--- src/rtl/fetch_unit_pkg.sv ---
// Shared fetch-stage types: address/word aliases, FSM states, buffer entry.
// Used by fetch_unit and fetch_buf.
package lib_cpu;

  typedef logic [31:0] addr_t;
  typedef logic [31:0] word_t;

  typedef enum logic [1:0] {
    IDLE,
    WAIT,
    DISCARD
  } fetch_state_t;

  typedef struct packed {
    word_t instr;
    addr_t pc;
  } fetch_ent_t;

  localparam addr_t PC_STEP = 32'd4;

endpackage

--- src/rtl/fetch_buf.sv ---
// Instruction buffer: synchronous FIFO with flush, push, pop and count.
// DEPTH must be a power of two so the pointers wrap for free.
module fetch_buf
  import lib_cpu::*;
#(
  parameter int DEPTH = 2
) (
  input  logic                     clk,
  input  logic                     rst_n,
  input  logic                     flush,
  input  logic                     push,
  input  logic                     pop,
  input  fetch_ent_t               wdata,
  output fetch_ent_t               rdata,
  output logic [$clog2(DEPTH):0]   count
);

  localparam int AW = $clog2(DEPTH);

  fetch_ent_t     mem_q [DEPTH];
  fetch_ent_t     mem_d [DEPTH];
  logic [AW-1:0]  wp_q, wp_d;
  logic [AW-1:0]  rp_q, rp_d;
  logic [AW:0]    cnt_q, cnt_d;

  always_comb begin
    mem_d = mem_q;
    wp_d  = wp_q;
    rp_d  = rp_q;
    cnt_d = cnt_q;
    if (flush) begin
      wp_d  = '0;
      rp_d  = '0;
      cnt_d = '0;
    end else begin
      if (push) begin
        mem_d[wp_q] = wdata;
        wp_d        = wp_q + AW'(1);
      end
      if (pop) rp_d = rp_q + AW'(1);
      unique case ({push, pop})
        2'b10:   cnt_d = cnt_q + (AW+1)'(1);
        2'b01:   cnt_d = cnt_q - (AW+1)'(1);
        default: cnt_d = cnt_q;
      endcase
    end
  end

  always_ff @(posedge clk or negedge rst_n) begin
    if (!rst_n) begin
      for (int i = 0; i < DEPTH; i++) mem_q[i] <= '0;
      wp_q  <= '0;
      rp_q  <= '0;
      cnt_q <= '0;
    end else begin
      mem_q <= mem_d;
      wp_q  <= wp_d;
      rp_q  <= rp_d;
      cnt_q <= cnt_d;
    end
  end

  assign rdata = mem_q[rp_q];
  assign count = cnt_q;

endmodule

--- src/rtl/fetch_unit.sv ---
// Fetch stage: one-outstanding imem requester feeding a small instr buffer.
// Optional FETCH_PERF_EN adds grant/redirect counters (fetch_cnt, flush_cnt).
module fetch_unit
  import lib_cpu::*;
#(
  parameter logic [31:0] RESET_PC  = 32'h0000_0000,
  parameter int          BUF_DEPTH = 2
) (
  input  logic        clk,
  input  logic        rst_n,
  output logic        imem_req,
  output logic [31:0] imem_addr,
  input  logic        imem_gnt,
  input  logic        imem_rvalid,
  input  logic [31:0] imem_rdata,
  output logic        instr_valid,
  output logic [31:0] instr,
  output logic [31:0] instr_pc,
  input  logic        instr_ready,
  input  logic        pc_src,
  input  logic [31:0] branch_addr,
  input  logic        jmp,
  input  logic [31:0] jmp_addr
`ifdef FETCH_PERF_EN
  ,
  output logic [31:0] fetch_cnt,
  output logic [31:0] flush_cnt
`endif
);

  localparam int CW = $clog2(BUF_DEPTH) + 1;
  localparam logic [CW-1:0] FULL = CW'(BUF_DEPTH);

  fetch_state_t   state_q, state_d;
  addr_t          pc_q, pc_d;
  addr_t          req_pc_q, req_pc_d;
  logic           live_q;
  logic [CW-1:0]  count;
  fetch_ent_t     head;
  logic           redirect, grant, push, pop;

  assign redirect  = jmp | pc_src;
  // live_q keeps the first cycle out of reset request-free
  assign imem_req  = live_q && (state_q == IDLE) &&
                     (count < FULL) && !redirect;
  assign imem_addr = pc_q;
  assign grant     = imem_req && imem_gnt;
  assign push      = (state_q == WAIT) && imem_rvalid && !redirect;
  assign pop       = instr_valid && instr_ready && !redirect;

  assign instr_valid = (count != '0);
  assign instr       = head.instr;
  assign instr_pc    = head.pc;

  always_comb begin
    state_d  = state_q;
    pc_d     = pc_q;
    req_pc_d = req_pc_q;
    if (redirect) begin
      pc_d    = jmp ? jmp_addr : branch_addr;
      state_d = (state_q != IDLE && !imem_rvalid) ? DISCARD : IDLE;
    end else begin
      unique case (state_q)
        IDLE: if (grant) begin
          state_d  = WAIT;
          req_pc_d = pc_q;
          pc_d     = pc_q + PC_STEP;
        end
        WAIT:    if (imem_rvalid) state_d = IDLE;
        DISCARD: if (imem_rvalid) state_d = IDLE;
        default: state_d = IDLE;
      endcase
    end
  end

  always_ff @(posedge clk or negedge rst_n) begin
    if (!rst_n) begin
      state_q  <= IDLE;
      pc_q     <= RESET_PC;
      req_pc_q <= '0;
      live_q   <= 1'b0;
    end else begin
      state_q  <= state_d;
      pc_q     <= pc_d;
      req_pc_q <= req_pc_d;
      live_q   <= 1'b1;
    end
  end

  fetch_buf #(
    .DEPTH (BUF_DEPTH)
  ) u_buf (
    .clk   (clk),
    .rst_n (rst_n),
    .flush (redirect),
    .push  (push),
    .pop   (pop),
    .wdata ('{instr: imem_rdata, pc: req_pc_q}),
    .rdata (head),
    .count (count)
  );

`ifdef FETCH_PERF_EN
  logic [31:0] fcnt_q, fcnt_d;
  logic [31:0] flcnt_q, flcnt_d;

  always_comb begin
    fcnt_d  = fcnt_q + {31'd0, grant};
    flcnt_d = flcnt_q + {31'd0, redirect};
  end

  always_ff @(posedge clk or negedge rst_n) begin
    if (!rst_n) begin
      fcnt_q  <= '0;
      flcnt_q <= '0;
    end else begin
      fcnt_q  <= fcnt_d;
      flcnt_q <= flcnt_d;
    end
  end

  assign fetch_cnt = fcnt_q;
  assign flush_cnt = flcnt_q;
`endif

endmodule

--- config.mk ---
export PLATFORM = sky130hd
export DESIGN_NAME = fetch_unit
export DESIGN_NICKNAME = d
export VERILOG_FILES = /design/src/rtl/fetch_unit_pkg.sv /design/src/rtl/fetch_buf.sv /design/src/rtl/fetch_unit.sv
export SDC_FILE = /design/constraint.sdc
export NUM_CORES = 1
export LEC_CHECK = 0
export BUFFER_PORTS_ARGS = -buffer_cell sky130_fd_sc_hd__buf_2
export CAP_MARGIN = 20
export CELL_PAD_IN_SITES_DETAIL_PLACEMENT = 2
export CELL_PAD_IN_SITES_GLOBAL_PLACEMENT = 2
export CORE_MARGIN = 8
export CORE_UTILIZATION = 37
export CTS_BUF_LIST = sky130_fd_sc_hd__clkbuf_4 sky130_fd_sc_hd__clkbuf_8
export DETAILED_ROUTE_END_ITERATION = 12
export PLACE_DENSITY_LB_ADDON = 0.1
export SLEW_MARGIN = 25
export SYNTH_ARGS = -nofsm -noshare
export SYNTH_HDL_FRONTEND = slang
export SYNTH_SLANG_ARGS = --single-unit
--- constraint.sdc ---
create_clock -name clk -period 2.2 [get_ports clk]
set_input_delay 0.22 -clock clk [delete_from_list [all_inputs] [get_ports clk]]
set_output_delay 0.22 -clock clk [all_outputs]
set_load 0.01 [all_outputs]
==> impl_metrics.env, run 1 <==
export IMPL_status="completed"
export IMPL_num_vias=7374
export IMPL_p_leak_nw=6.110
export IMPL_maxSlewViolCount=0
export IMPL_synth_cell_type_count=59
export IMPL_synth_top_area_share=0.5282
export IMPL_die_h_microns=175.6
export IMPL_nets=1182
export IMPL_syn_avg_cell_area_sq_um=11.71
export IMPL_drc=0
export IMPL_io_pins=201
export IMPL_gp_congestion=0.7958
export IMPL_clockBufferDepth=2
export IMPL_cellPowerDensity_nw_per_um2=685.7
export IMPL_fin_util=0.4785
export IMPL_fin_skew_ns=0.02477
export IMPL_layout_drive_gt1_share=0.4573
export IMPL_endpoint_kind="flip-flop"
export IMPL_first_pass_iters=4
export IMPL_synth_cells=805
export IMPL_grt_max_degree=65
export IMPL_required_ns=2.53
export IMPL_syn2layout_area_growth_pct=27.45
export IMPL_cts_tree="done"
export IMPL_start_util=0.3755
export IMPL_die_area_sq_um=30840
export IMPL_synthFlopType="dfrtp_1"
export IMPL_worst_path_max_fanout=9
export IMPL_ys_seq_area_frac=0.5282
export IMPL_portBuffers=200
export IMPL_syn_nets=911
export IMPL_setup_viol=0
export IMPL_ant_nets=0
export IMPL_clk_insertion_delay_late_ns=0.48
export IMPL_grt_pass1_vias=8493
export IMPL_routedWlPerCell_microns=21.22
export IMPL_timing_hold_ws_ns=0.03371
export IMPL_hold_violations=0
export IMPL_relSlewSlack=0.6684
export IMPL_synth_seq_cells=199
export IMPL_synth_common_cells="dfrtp_1 (199), mux2_2 (188), nand2_1 (139), nor2_1 (32), o21ai_0 (29)"
export IMPL_htreeDepth=4
export IMPL_crit_type="reg2reg"
export IMPL_fmax_ghz=0.4790
export IMPL_clock_tree_root_cell="clkbuf_8"
export IMPL_vias_per_cell=5.193
export IMPL_grt_pass1_wl_microns=48620
export IMPL_grt_ovfl_total=0
export IMPL_core_sq_um=25110
export IMPL_worstHoldPathType="in2reg"
export IMPL_antenna_found_initial=1
export IMPL_maxCapViolCount=0
export IMPL_grt_use_total=0.1990
export IMPL_synth_edff_count=0
export IMPL_instances_no_fill=1420
export IMPL_finalSetupTns_ns=0
export IMPL_tightest_slew_ns=0.4923
export IMPL_r2r_slack_ns=0.11
export IMPL_synth_most_common_cell="dfrtp_1"
export IMPL_arrival_ns=2.42
export IMPL_dp_hpwl_microns=21730
export IMPL_rsz0062_at_grt="no"
export IMPL_nFillCells=2618
export IMPL_yosysTopAreaCell="dfrtp_1"
export IMPL_dieWidth_microns=175.6
export IMPL_synth_area_sq_um=9428
export IMPL_worst_setup_path_start_kind="flip-flop"
export IMPL_routed_wl_microns=30140
export IMPL_yosysWarnings=0
export IMPL_ir_drop_v=0.0003435
export IMPL_clkSlewWorstSetupHoldPaths_ns=0.11
export IMPL_synth_area_leaders="dfrtp_1 (53%), mux2_2 (22%), nand2_1 (5.5%), o21ai_0 (1.5%), a21oi_1 (1.4%)"
export IMPL_cts_inserted_buffers=17
export IMPL_dp_cells=1343
export IMPL_clock_sinks=199
export IMPL_rows=58
export IMPL_timing_final_crit_share=0.9489
export IMPL_period_minus_slack_ns=2.088
export IMPL_async_reset_ff_frac=1.000
export IMPL_drtIter0Drc=262
==> placed cells by master (no fill, tap or decap), types with 8 or more instances in the layout <==
master,synthesis,layout
nand2_1,139,139
xor2_1,8,8
nor2_1,32,31
nor4_1,9,8
dfrtp_1,199,198
buf_4,2,43
mux2i_1,9,9
nor3_1,8,8
nand3_1,12,12
buf_12,0,11
dlygate4sd3_1,0,44
mux2_2,188,188
buf_2,17,199
o21ai_0,29,29
nand4_1,8,8
a21oi_1,26,26
clkbuf_8,2,19
==> worst paths after layout <==
kind,cells after the start,to,start
worst min-delay path,3,imem_addr[5],jmp_addr[5]
worst max register to register,5,imem_addr[31],imem_addr[4]
worst min register to register,1,u_buf.mem_q[110],u_buf.mem_q[110]
min in group asynchronous,2,u_buf.mem_q[57],rst_n
max in group asynchronous,3,u_buf.mem_q[91],rst_n
worst max-delay path,5,imem_addr[31],imem_addr[4]
==> registers in the layout (all words and copies together), names as in the netlist <==
register     flops
u_buf.mem_q    128
imem_addr       32
req_pc_q        32
state_q          2
u_buf.count      2
live_q           1
u_buf.rp_q       1
u_buf.wp_q       1
==> per-stage QoR <==
step | setup WS, ns | instance area, sq um | total power [W]
floorplan | 0.2653 | 9428 | 0.005079
global placement | 0.1803 | 11150 | 0.005796
detailed placement | 0.04655 | 11150 | 0.005874
CTS | 0.02934 | 12000 | 0.008382
global route | 0.002534 | 12020 | 0.008682
finish | 0.1124 | 12020 | 0.008239
==> cells by family (layout without fill, tap and decap cells) <==
family	Yosys count	count (layout)	share of synthesized area
XOR/XNOR	14	14	0.01301
AND/OR/NAND/NOR	243	243	0.1257
AO/OA/AOI/OAI	91	91	0.06039
other	1	2	0.0003978
adder cells (fa/ha/maj)	3	3	0.003982
multiplexers	202	202	0.2401
flip-flops	199	199	0.5282
buffers and inverters	52	336	0.02827
==> layer usage <==
layer | track usage | part of all wire | vias up
met5 | 0 | 0 | -
met4 | 0.05157 | 0.016 | 0
met3 | 0.04617 | 0.053 | 32
met2 | 0.3320 | 0.49 | 199
met1 | 0.2558 | 0.44 | 3770
li1 | - | - | 3373
==> power by group <==
group | internal, W | switching, W
clock network | 0.000909 | 0.00148
registers | 0.00402 | 0.000290
logic | 0.000740 | 0.000803
==> area by class of cell <==
cell class                 count  area, sq um  share of cell area
sequential                   199         4981              0.4146
multi-input combinational    554         4199              0.3495
timing repair buffer         298         1993              0.1659
tap                          330        412.9             0.03436
clock buffer                  19        255.2             0.02124
clock inverter                13        148.9             0.01239
inverter                       6        22.52            0.001874
antenna                        1        2.502           0.0002083
==> worst max-delay path, stage by stage (launching register included) <==
cell	delay, ns
dfrtp_1	0.48
nand4_4	0.23
or4_4	0.67
nor4_4	0.25
mux2i_1	0.22
o211ai_1	0.10
==> what timing repair did <==
item	CTS	global route
resized for setup	1	1
hold buffers	44	0
endpoints found under the setup margin	1	4
pin swaps	0	1
buffers inserted	0	0
gates cloned	0	0
hold endpoints to repair	126	0
No activity file was read; power rests on OpenSTA's default activity.
==> run 2: changes to the inputs <==
Settings changed: ABC_AREA from default to 1, CORE_UTILIZATION 37 to 29.
Clock period 2.2 ns to 1.9 ns, I/O delays scaled along.
==> impl_metrics.env, run 2 <==
export IMPL_reg2reg_to="imem_addr[14]"
export IMPL_nFillCells=3910
export IMPL_p_leak_nw=6.288
export IMPL_synth_area_sq_um=9588
export IMPL_layout_common_cells="nand2_1 (465), buf_2 (199), dfrtp_1 (197), o21ai_1 (128), inv_1 (116)"
export IMPL_rsz0062_at_grt="no"
export IMPL_path_buf_inv=3
export IMPL_timing_final_crit_share=0.9318
export IMPL_relSlewSlack=0.6059
export IMPL_async_reset_ff_frac=1.000
export IMPL_portBuffers=200
export IMPL_worst_path_max_fanout=41
export IMPL_drc=0
export IMPL_top_register="u_buf.mem_q"
export IMPL_ant_nets=0
export IMPL_start_util=0.2947
export IMPL_syn_nets=1381
export IMPL_endpoint_kind="output port"
export IMPL_arrival_ns=1.58
export IMPL_rows=66
export IMPL_clk_insertion_delay_late_ns=0.47
export IMPL_cts_tree="done"
export IMPL_num_vias=8949
export IMPL_grt_ovfl_total=0
export IMPL_synth_most_common_cell="nand2_1"
export IMPL_dieWidth_microns=197.8
export IMPL_synth_edff_count=0
export IMPL_hold_violations=0
export IMPL_cts_setup_buffers=0
export IMPL_maxCapViolCount=0
export IMPL_worst_setup_path_start_kind="flip-flop"
export IMPL_die_area_sq_um=39140
export IMPL_p_sw_frac=0.3705
export IMPL_synth_area_leaders="dfrtp_1 (52%), nand2_1 (18%), o21ai_1 (6.7%), nor2_1 (4.6%), inv_1 (4.6%)"
export IMPL_fmax_ghz=0.5648
export IMPL_diodes=0
export IMPL_ff_latch_area_sq_um=4982
export IMPL_grt_pass1_vias=10040
export IMPL_syn2layout_area_growth_pct=25.73
export IMPL_drtIter0Drc=329
export IMPL_cp_top_family="buffers and inverters"
export IMPL_grt_max_degree=88
export IMPL_p_int_w=0.007889
export IMPL_pwr_share_clk=0.219
export IMPL_finalSetupTns_ns=0
export IMPL_yosysTopAreaCell="dfrtp_1"
export IMPL_io_pins=201
export IMPL_die_h_microns=197.8
export IMPL_synthFlopType="dfrtp_1"
export IMPL_final_common_cell="nand2_1"
export IMPL_r2r_slack_ns=0.19
export IMPL_synth_top_area_share=0.5194
export IMPL_tightest_slew_ns=0.5912
export IMPL_fin_total_pwr_w=0.01253
export IMPL_clock_tree_root_cell="clkbuf_8"
export IMPL_dp_hpwl_microns=24650
export IMPL_synth_cell_type_count=34
export IMPL_required_ns=1.71
export IMPL_synth_seq_cells=199
export IMPL_ys_seq_area_frac=0.5194
export IMPL_switchingPower_w=0.004642
export IMPL_crit_type="reg2out"
export IMPL_p_seq_frac=0.470
export IMPL_crit_slowest_cell="dfrtp_2"
export IMPL_vias_per_cell=4.589
export IMPL_period_minus_slack_ns=1.770
export IMPL_clockBufferDepth=2
export IMPL_cp_cell_sequence="inv_2, buf_12, nand2_1, nand2_1, buf_2"
export IMPL_htreeDepth=4
export IMPL_hold_depth=4
export IMPL_layout_drive_gt1_share=0.1877
export IMPL_antenna_found_initial=0
export IMPL_syn_avg_cell_area_sq_um=7.520
export IMPL_setup_viol=0
export IMPL_worst_r2r_path_depth=10
export IMPL_grt_use_total=0.1728
export IMPL_routedWlPerCell_microns=17.03
export IMPL_path_common_cell="nand2_1"
export IMPL_multi_input_area_sq_um=3914
export IMPL_cpPeakStageDelay_ns=0.44
export IMPL_clock_sinks=199
export IMPL_maxSlewViolCount=0
export IMPL_worstHoldPathType="in2reg"
export IMPL_ir_drop_v=0.0004759
export IMPL_yosysWarnings=0
export IMPL_nets=1601
export IMPL_clkSlewWorstSetupHoldPaths_ns=0.11
export IMPL_status="completed"
export IMPL_fin_skew_ns=0.01213
export IMPL_hold_start="imem_rvalid"
export IMPL_first_pass_iters=4
export IMPL_reg2reg_from="state_q[1]"
export IMPL_combPwrFrac=0.311
export IMPL_routed_wl_microns=33210
export IMPL_core_sq_um=32540
export IMPL_grt_pass1_wl_microns=54300
export IMPL_synth_common_cells="nand2_1 (469), dfrtp_1 (199), o21ai_1 (128), nor2_1 (118), inv_1 (117)"
export IMPL_largest_reg_flops=128
export IMPL_cts_inserted_buffers=17
export IMPL_whs_endpoint="state_q[1]"
export IMPL_cellPowerDensity_nw_per_um2=1039
export IMPL_gp_congestion=0.7795
export IMPL_synth_cells=1275
run 2: cell types whose count changed after synthesis, sizes merged, moves of 8 or more:
cell / delta
mux2: -193
buf: +17
nand2: +331
nand3: +27
o21ai: +160
nor4: -11
a22oi: +8
nor2: +90
a21oi: +14
inv: +113
nand4: -11
run 2: stage by stage:
stage          worst slack [ns]  cell area (sq um)  cells  hold WS (ns)    util
6_report                 0.1295              12060   1950       0.04159  0.3705
5_1_grt                0.004298              12060   1950       0.03148  0.3705
4_1_cts                0.008898              12000   1950       0.01386  0.3689
3_5_place_dp            0.06266              11240   1881       0.02284  0.3455
3_3_place_gp             0.1591              11240   1881       0.02233  0.3455
2_1_floorplan            0.2919               9588   1275       -0.1056       -
run 2: area by class of cell:
cell class	instances	area share
well taps	442	0.04587
inverters	119	0.03747
multi-input cells	891	0.3246
clock inverters	12	0.009652
flip-flops and latches	199	0.4133
repair buffers	267	0.1462
clock buffers	20	0.02283
run 2: power by group through the flow:
stage | clock, W | combinational (W) | sequential [W]
floorplan | 0 | 0.00220 | 0.00581
global placement | 0 | 0.00380 | 0.00594
detailed placement | 0 | 0.00393 | 0.00597
CTS | 0.00290 | 0.00401 | 0.00589
global route | 0.00304 | 0.00447 | 0.00603
finish | 0.00275 | 0.00390 | 0.00589
run 2: logic make-up after synthesis:
group / synth area share
flip-flops: 0.5194
adder cells (fa/ha/maj): 0.003915
multiplexers: 0.003132
AND/OR/NAND/NOR: 0.2593
XOR/XNOR: 0.003655
other: 0.0003911
AO/OA/AOI/OAI: 0.1319
buffers and inverters: 0.07830
run 2: metal layers:
layer / wire length (microns) / GRT usage
met5: 0 / 0
met4: 279 / 0.03457
met3: 1579 / 0.03956
met2: 15420 / 0.2877
met1: 15940 / 0.2274
run 2: repair_timing:
| action | in CTS | in global routing |
|---|---|---|
| setup endpoints to repair | 0 | 36 |
| resized for setup | 0 | 15 |
| endpoints found under the hold margin | 265 | 0 |
| hold buffers | 37 | 0 |
run 2: how the worst max path moves through the flow:
stage	to	start	cells past startpoint	slack (ns)
finish	instr_pc[13]	u_buf.rp_q	5	0.13
global route	instr_pc[19]	u_buf.rp_q	5	0.004
CTS	instr[17]	u_buf.rp_q	5	0.009
detailed placement	imem_addr[28]	imem_addr[3]	9	0.06
global placement	imem_addr[28]	imem_addr[3]	9	0.16
floorplan	imem_addr[10]	state_q[0]	8	0.29
run 2: worst register-to-register path: stages, from the launching register on:
cell and delay (ns):
dfrtp_1 0.40, inv_1 0.08, ha_1 0.16, inv_1 0.08
nor3_4 0.23, nand3_2 0.14, inv_1 0.16, buf_4 0.18
nand2_1 0.06, nand2_1 0.07, inv_1 0.04
==> run 3: changes to the inputs <==
Settings changed: PLACE_DENSITY from default to 0.77, PLACE_DENSITY_LB_ADDON 0.1 to default.
==> impl_metrics.env, run 3 (same netlist as run 2, synthesis figures left out) <==
export IMPL_worst_path_max_fanout=32
export IMPL_cpPeakStageDelay_ns=0.51
export IMPL_ir_drop_v=0.0004779
export IMPL_clock_sinks=199
export IMPL_hold_violations=0
export IMPL_gp_congestion=0.8145
export IMPL_clk_insertion_delay_late_ns=0.48
export IMPL_fin_util=0.3747
export IMPL_cp_cell_sequence="buf_12, clkbuf_16, nand2_1, nand2_1, buf_2"
export IMPL_dp_hpwl_microns=24940
export IMPL_pwr_share_clk=0.214
export IMPL_dpl_worst_slack_ns=0.06777
export IMPL_vias_per_cell=4.664
export IMPL_crit_slowest_cell="dfrtp_2"
export IMPL_maxSlewViolCount=0
export IMPL_grt_pass1_vias=10280
export IMPL_nets=1611
export IMPL_startpoint="u_buf.rp_q"
export IMPL_antenna_found_initial=0
export IMPL_timing_final_crit_share=0.9745
export IMPL_start_util=0.2947
export IMPL_instances_no_fill=1960
export IMPL_maxCapViolCount=0
export IMPL_worstHoldPathType="in2reg"
export IMPL_dieWidth_microns=197.8
export IMPL_die_area_sq_um=39140
export IMPL_layout_common_cells="nand2_1 (467), dfrtp_1 (198), buf_2 (196), o21ai_1 (128), nor2_1 (117)"
export IMPL_p_int_w=0.007938
export IMPL_diodes=0
export IMPL_drc=0
export IMPL_combPwrFrac=0.320
export IMPL_portBuffers=200
export IMPL_largest_reg_flops=128
export IMPL_p_seq_frac=0.466
export IMPL_grt_pass1_wl_microns=56250
export IMPL_cts_inserted_buffers=17
export IMPL_crit_type="reg2out"
export IMPL_routed_wl_microns=34870
export IMPL_top_register="u_buf.mem_q"
export IMPL_num_vias=9141
export IMPL_final_common_cell="nand2_1"
export IMPL_design_area_sq_um=12190
export IMPL_grt_max_degree=65
export IMPL_fin_skew_ns=0.01995
export IMPL_timing_hold_ws_ns=0.03697
export IMPL_grt_ovfl_total=0
export IMPL_ant_nets=0
export IMPL_clock_tree_root_cell="clkbuf_8"
export IMPL_status="completed"
export IMPL_layout_drive_gt1_share=0.1884
export IMPL_setup_ws_ns=0.04847
export IMPL_die_h_microns=197.8
export IMPL_cellPowerDensity_nw_per_um2=1044
export IMPL_arrival_ns=1.66
export IMPL_grt_use_total=0.1786
export IMPL_path_common_cell="nand2_1"
export IMPL_fmax_ghz=0.5401
export IMPL_p_leak_nw=6.336
export IMPL_hold_start="branch_addr[2]"
export IMPL_worst_setup_path_start_kind="flip-flop"
export IMPL_required_ns=1.71
export IMPL_clockBufferDepth=2
export IMPL_htreeDepth=4
export IMPL_rows=66
export IMPL_switchingPower_w=0.004791
export IMPL_cts_tree="done"
export IMPL_dp_cells=1881
export IMPL_period_minus_slack_ns=1.852
export IMPL_reg2reg_from="imem_addr[3]"
export IMPL_endpoint_kind="output port"
export IMPL_core_sq_um=32540
export IMPL_nFillCells=3845
export IMPL_drtIter0Drc=334
export IMPL_setup_viol=0
export IMPL_clkSlewWorstSetupHoldPaths_ns=0.11
export IMPL_first_pass_iters=4
export IMPL_routedWlPerCell_microns=17.79
export IMPL_place_area_sq_um=11280
export IMPL_syn2layout_area_growth_pct=27.16
export IMPL_rsz0062_at_grt="yes"
export IMPL_io_pins=201
export IMPL_p_sw_frac=0.3764
-- run 3: timing repair --
action | in CTS | in global routing
hold buffers | 39 | 0
endpoints found under the setup margin | 34 | 19
gates resized for setup | 1 | 8
endpoints found under the hold margin | 108 | 0
pin swaps | 0 | 4
gates cloned | 0 | 2
buffers inserted | 0 | 6
-- run 3: final timing paths --
check                           cells after the start               end  slack (ns)
max in group asynchronous                           3   u_buf.mem_q[11]        0.98
worst max-delay path                                5      instr_pc[10]        0.05
worst max register to register                      9     imem_addr[14]        0.17
worst min register to register                      2      req_pc_q[16]        0.49
min in group asynchronous                           2  u_buf.mem_q[124]        0.26
worst min-delay path                                3      imem_addr[2]        0.04
-- run 3: final cells by class --
class,count,area [sq um],area share
Sequential cell,199,4981,0.4086
Multi-Input combinational cell,891,3875,0.3178
Timing Repair Buffer,277,1943,0.1594
Tap cell,442,553.0,0.04536
Inverter,119,460.4,0.03777
Clock buffer,20,262.8,0.02155
Clock inverter,12,116.4,0.009544
-- run 3: power by group through the flow --
stage	Sequential (W)	Clock, W	Combinational (W)
floorplan	0.00581	0	0.00220
global placement	0.00592	0	0.00381
detailed placement	0.00599	0	0.00397
CTS	0.00592	0.00287	0.00406
global route	0.00607	0.00300	0.00467
finish	0.00593	0.00272	0.00408
-- run 3: metal layers --
metal,share of wire,GRT usage,up-vias
met4,0.0077,0.03982,0
met1,0.46,0.2297,4511
li1,-,-,4456
met5,0,0,-
met3,0.043,0.03803,14
met2,0.49,0.3044,160
-- run 3: per-stage QoR --
step / total power [W] / setup TNS [ns]
detailed placement: 0.009964 / 0
global route: 0.01373 / -0.1075
finish: 0.01273 / 0
global placement: 0.009730 / 0
CTS: 0.01284 / 0
floorplan: 0.008007 / 0
-- run 3: worst max-delay path: cells and delay by family (launching register included) --
family,cells,cell delay [ns]
buffers and inverters,3,0.49
flip-flops,1,0.51
AND/OR/NAND/NOR,2,0.17
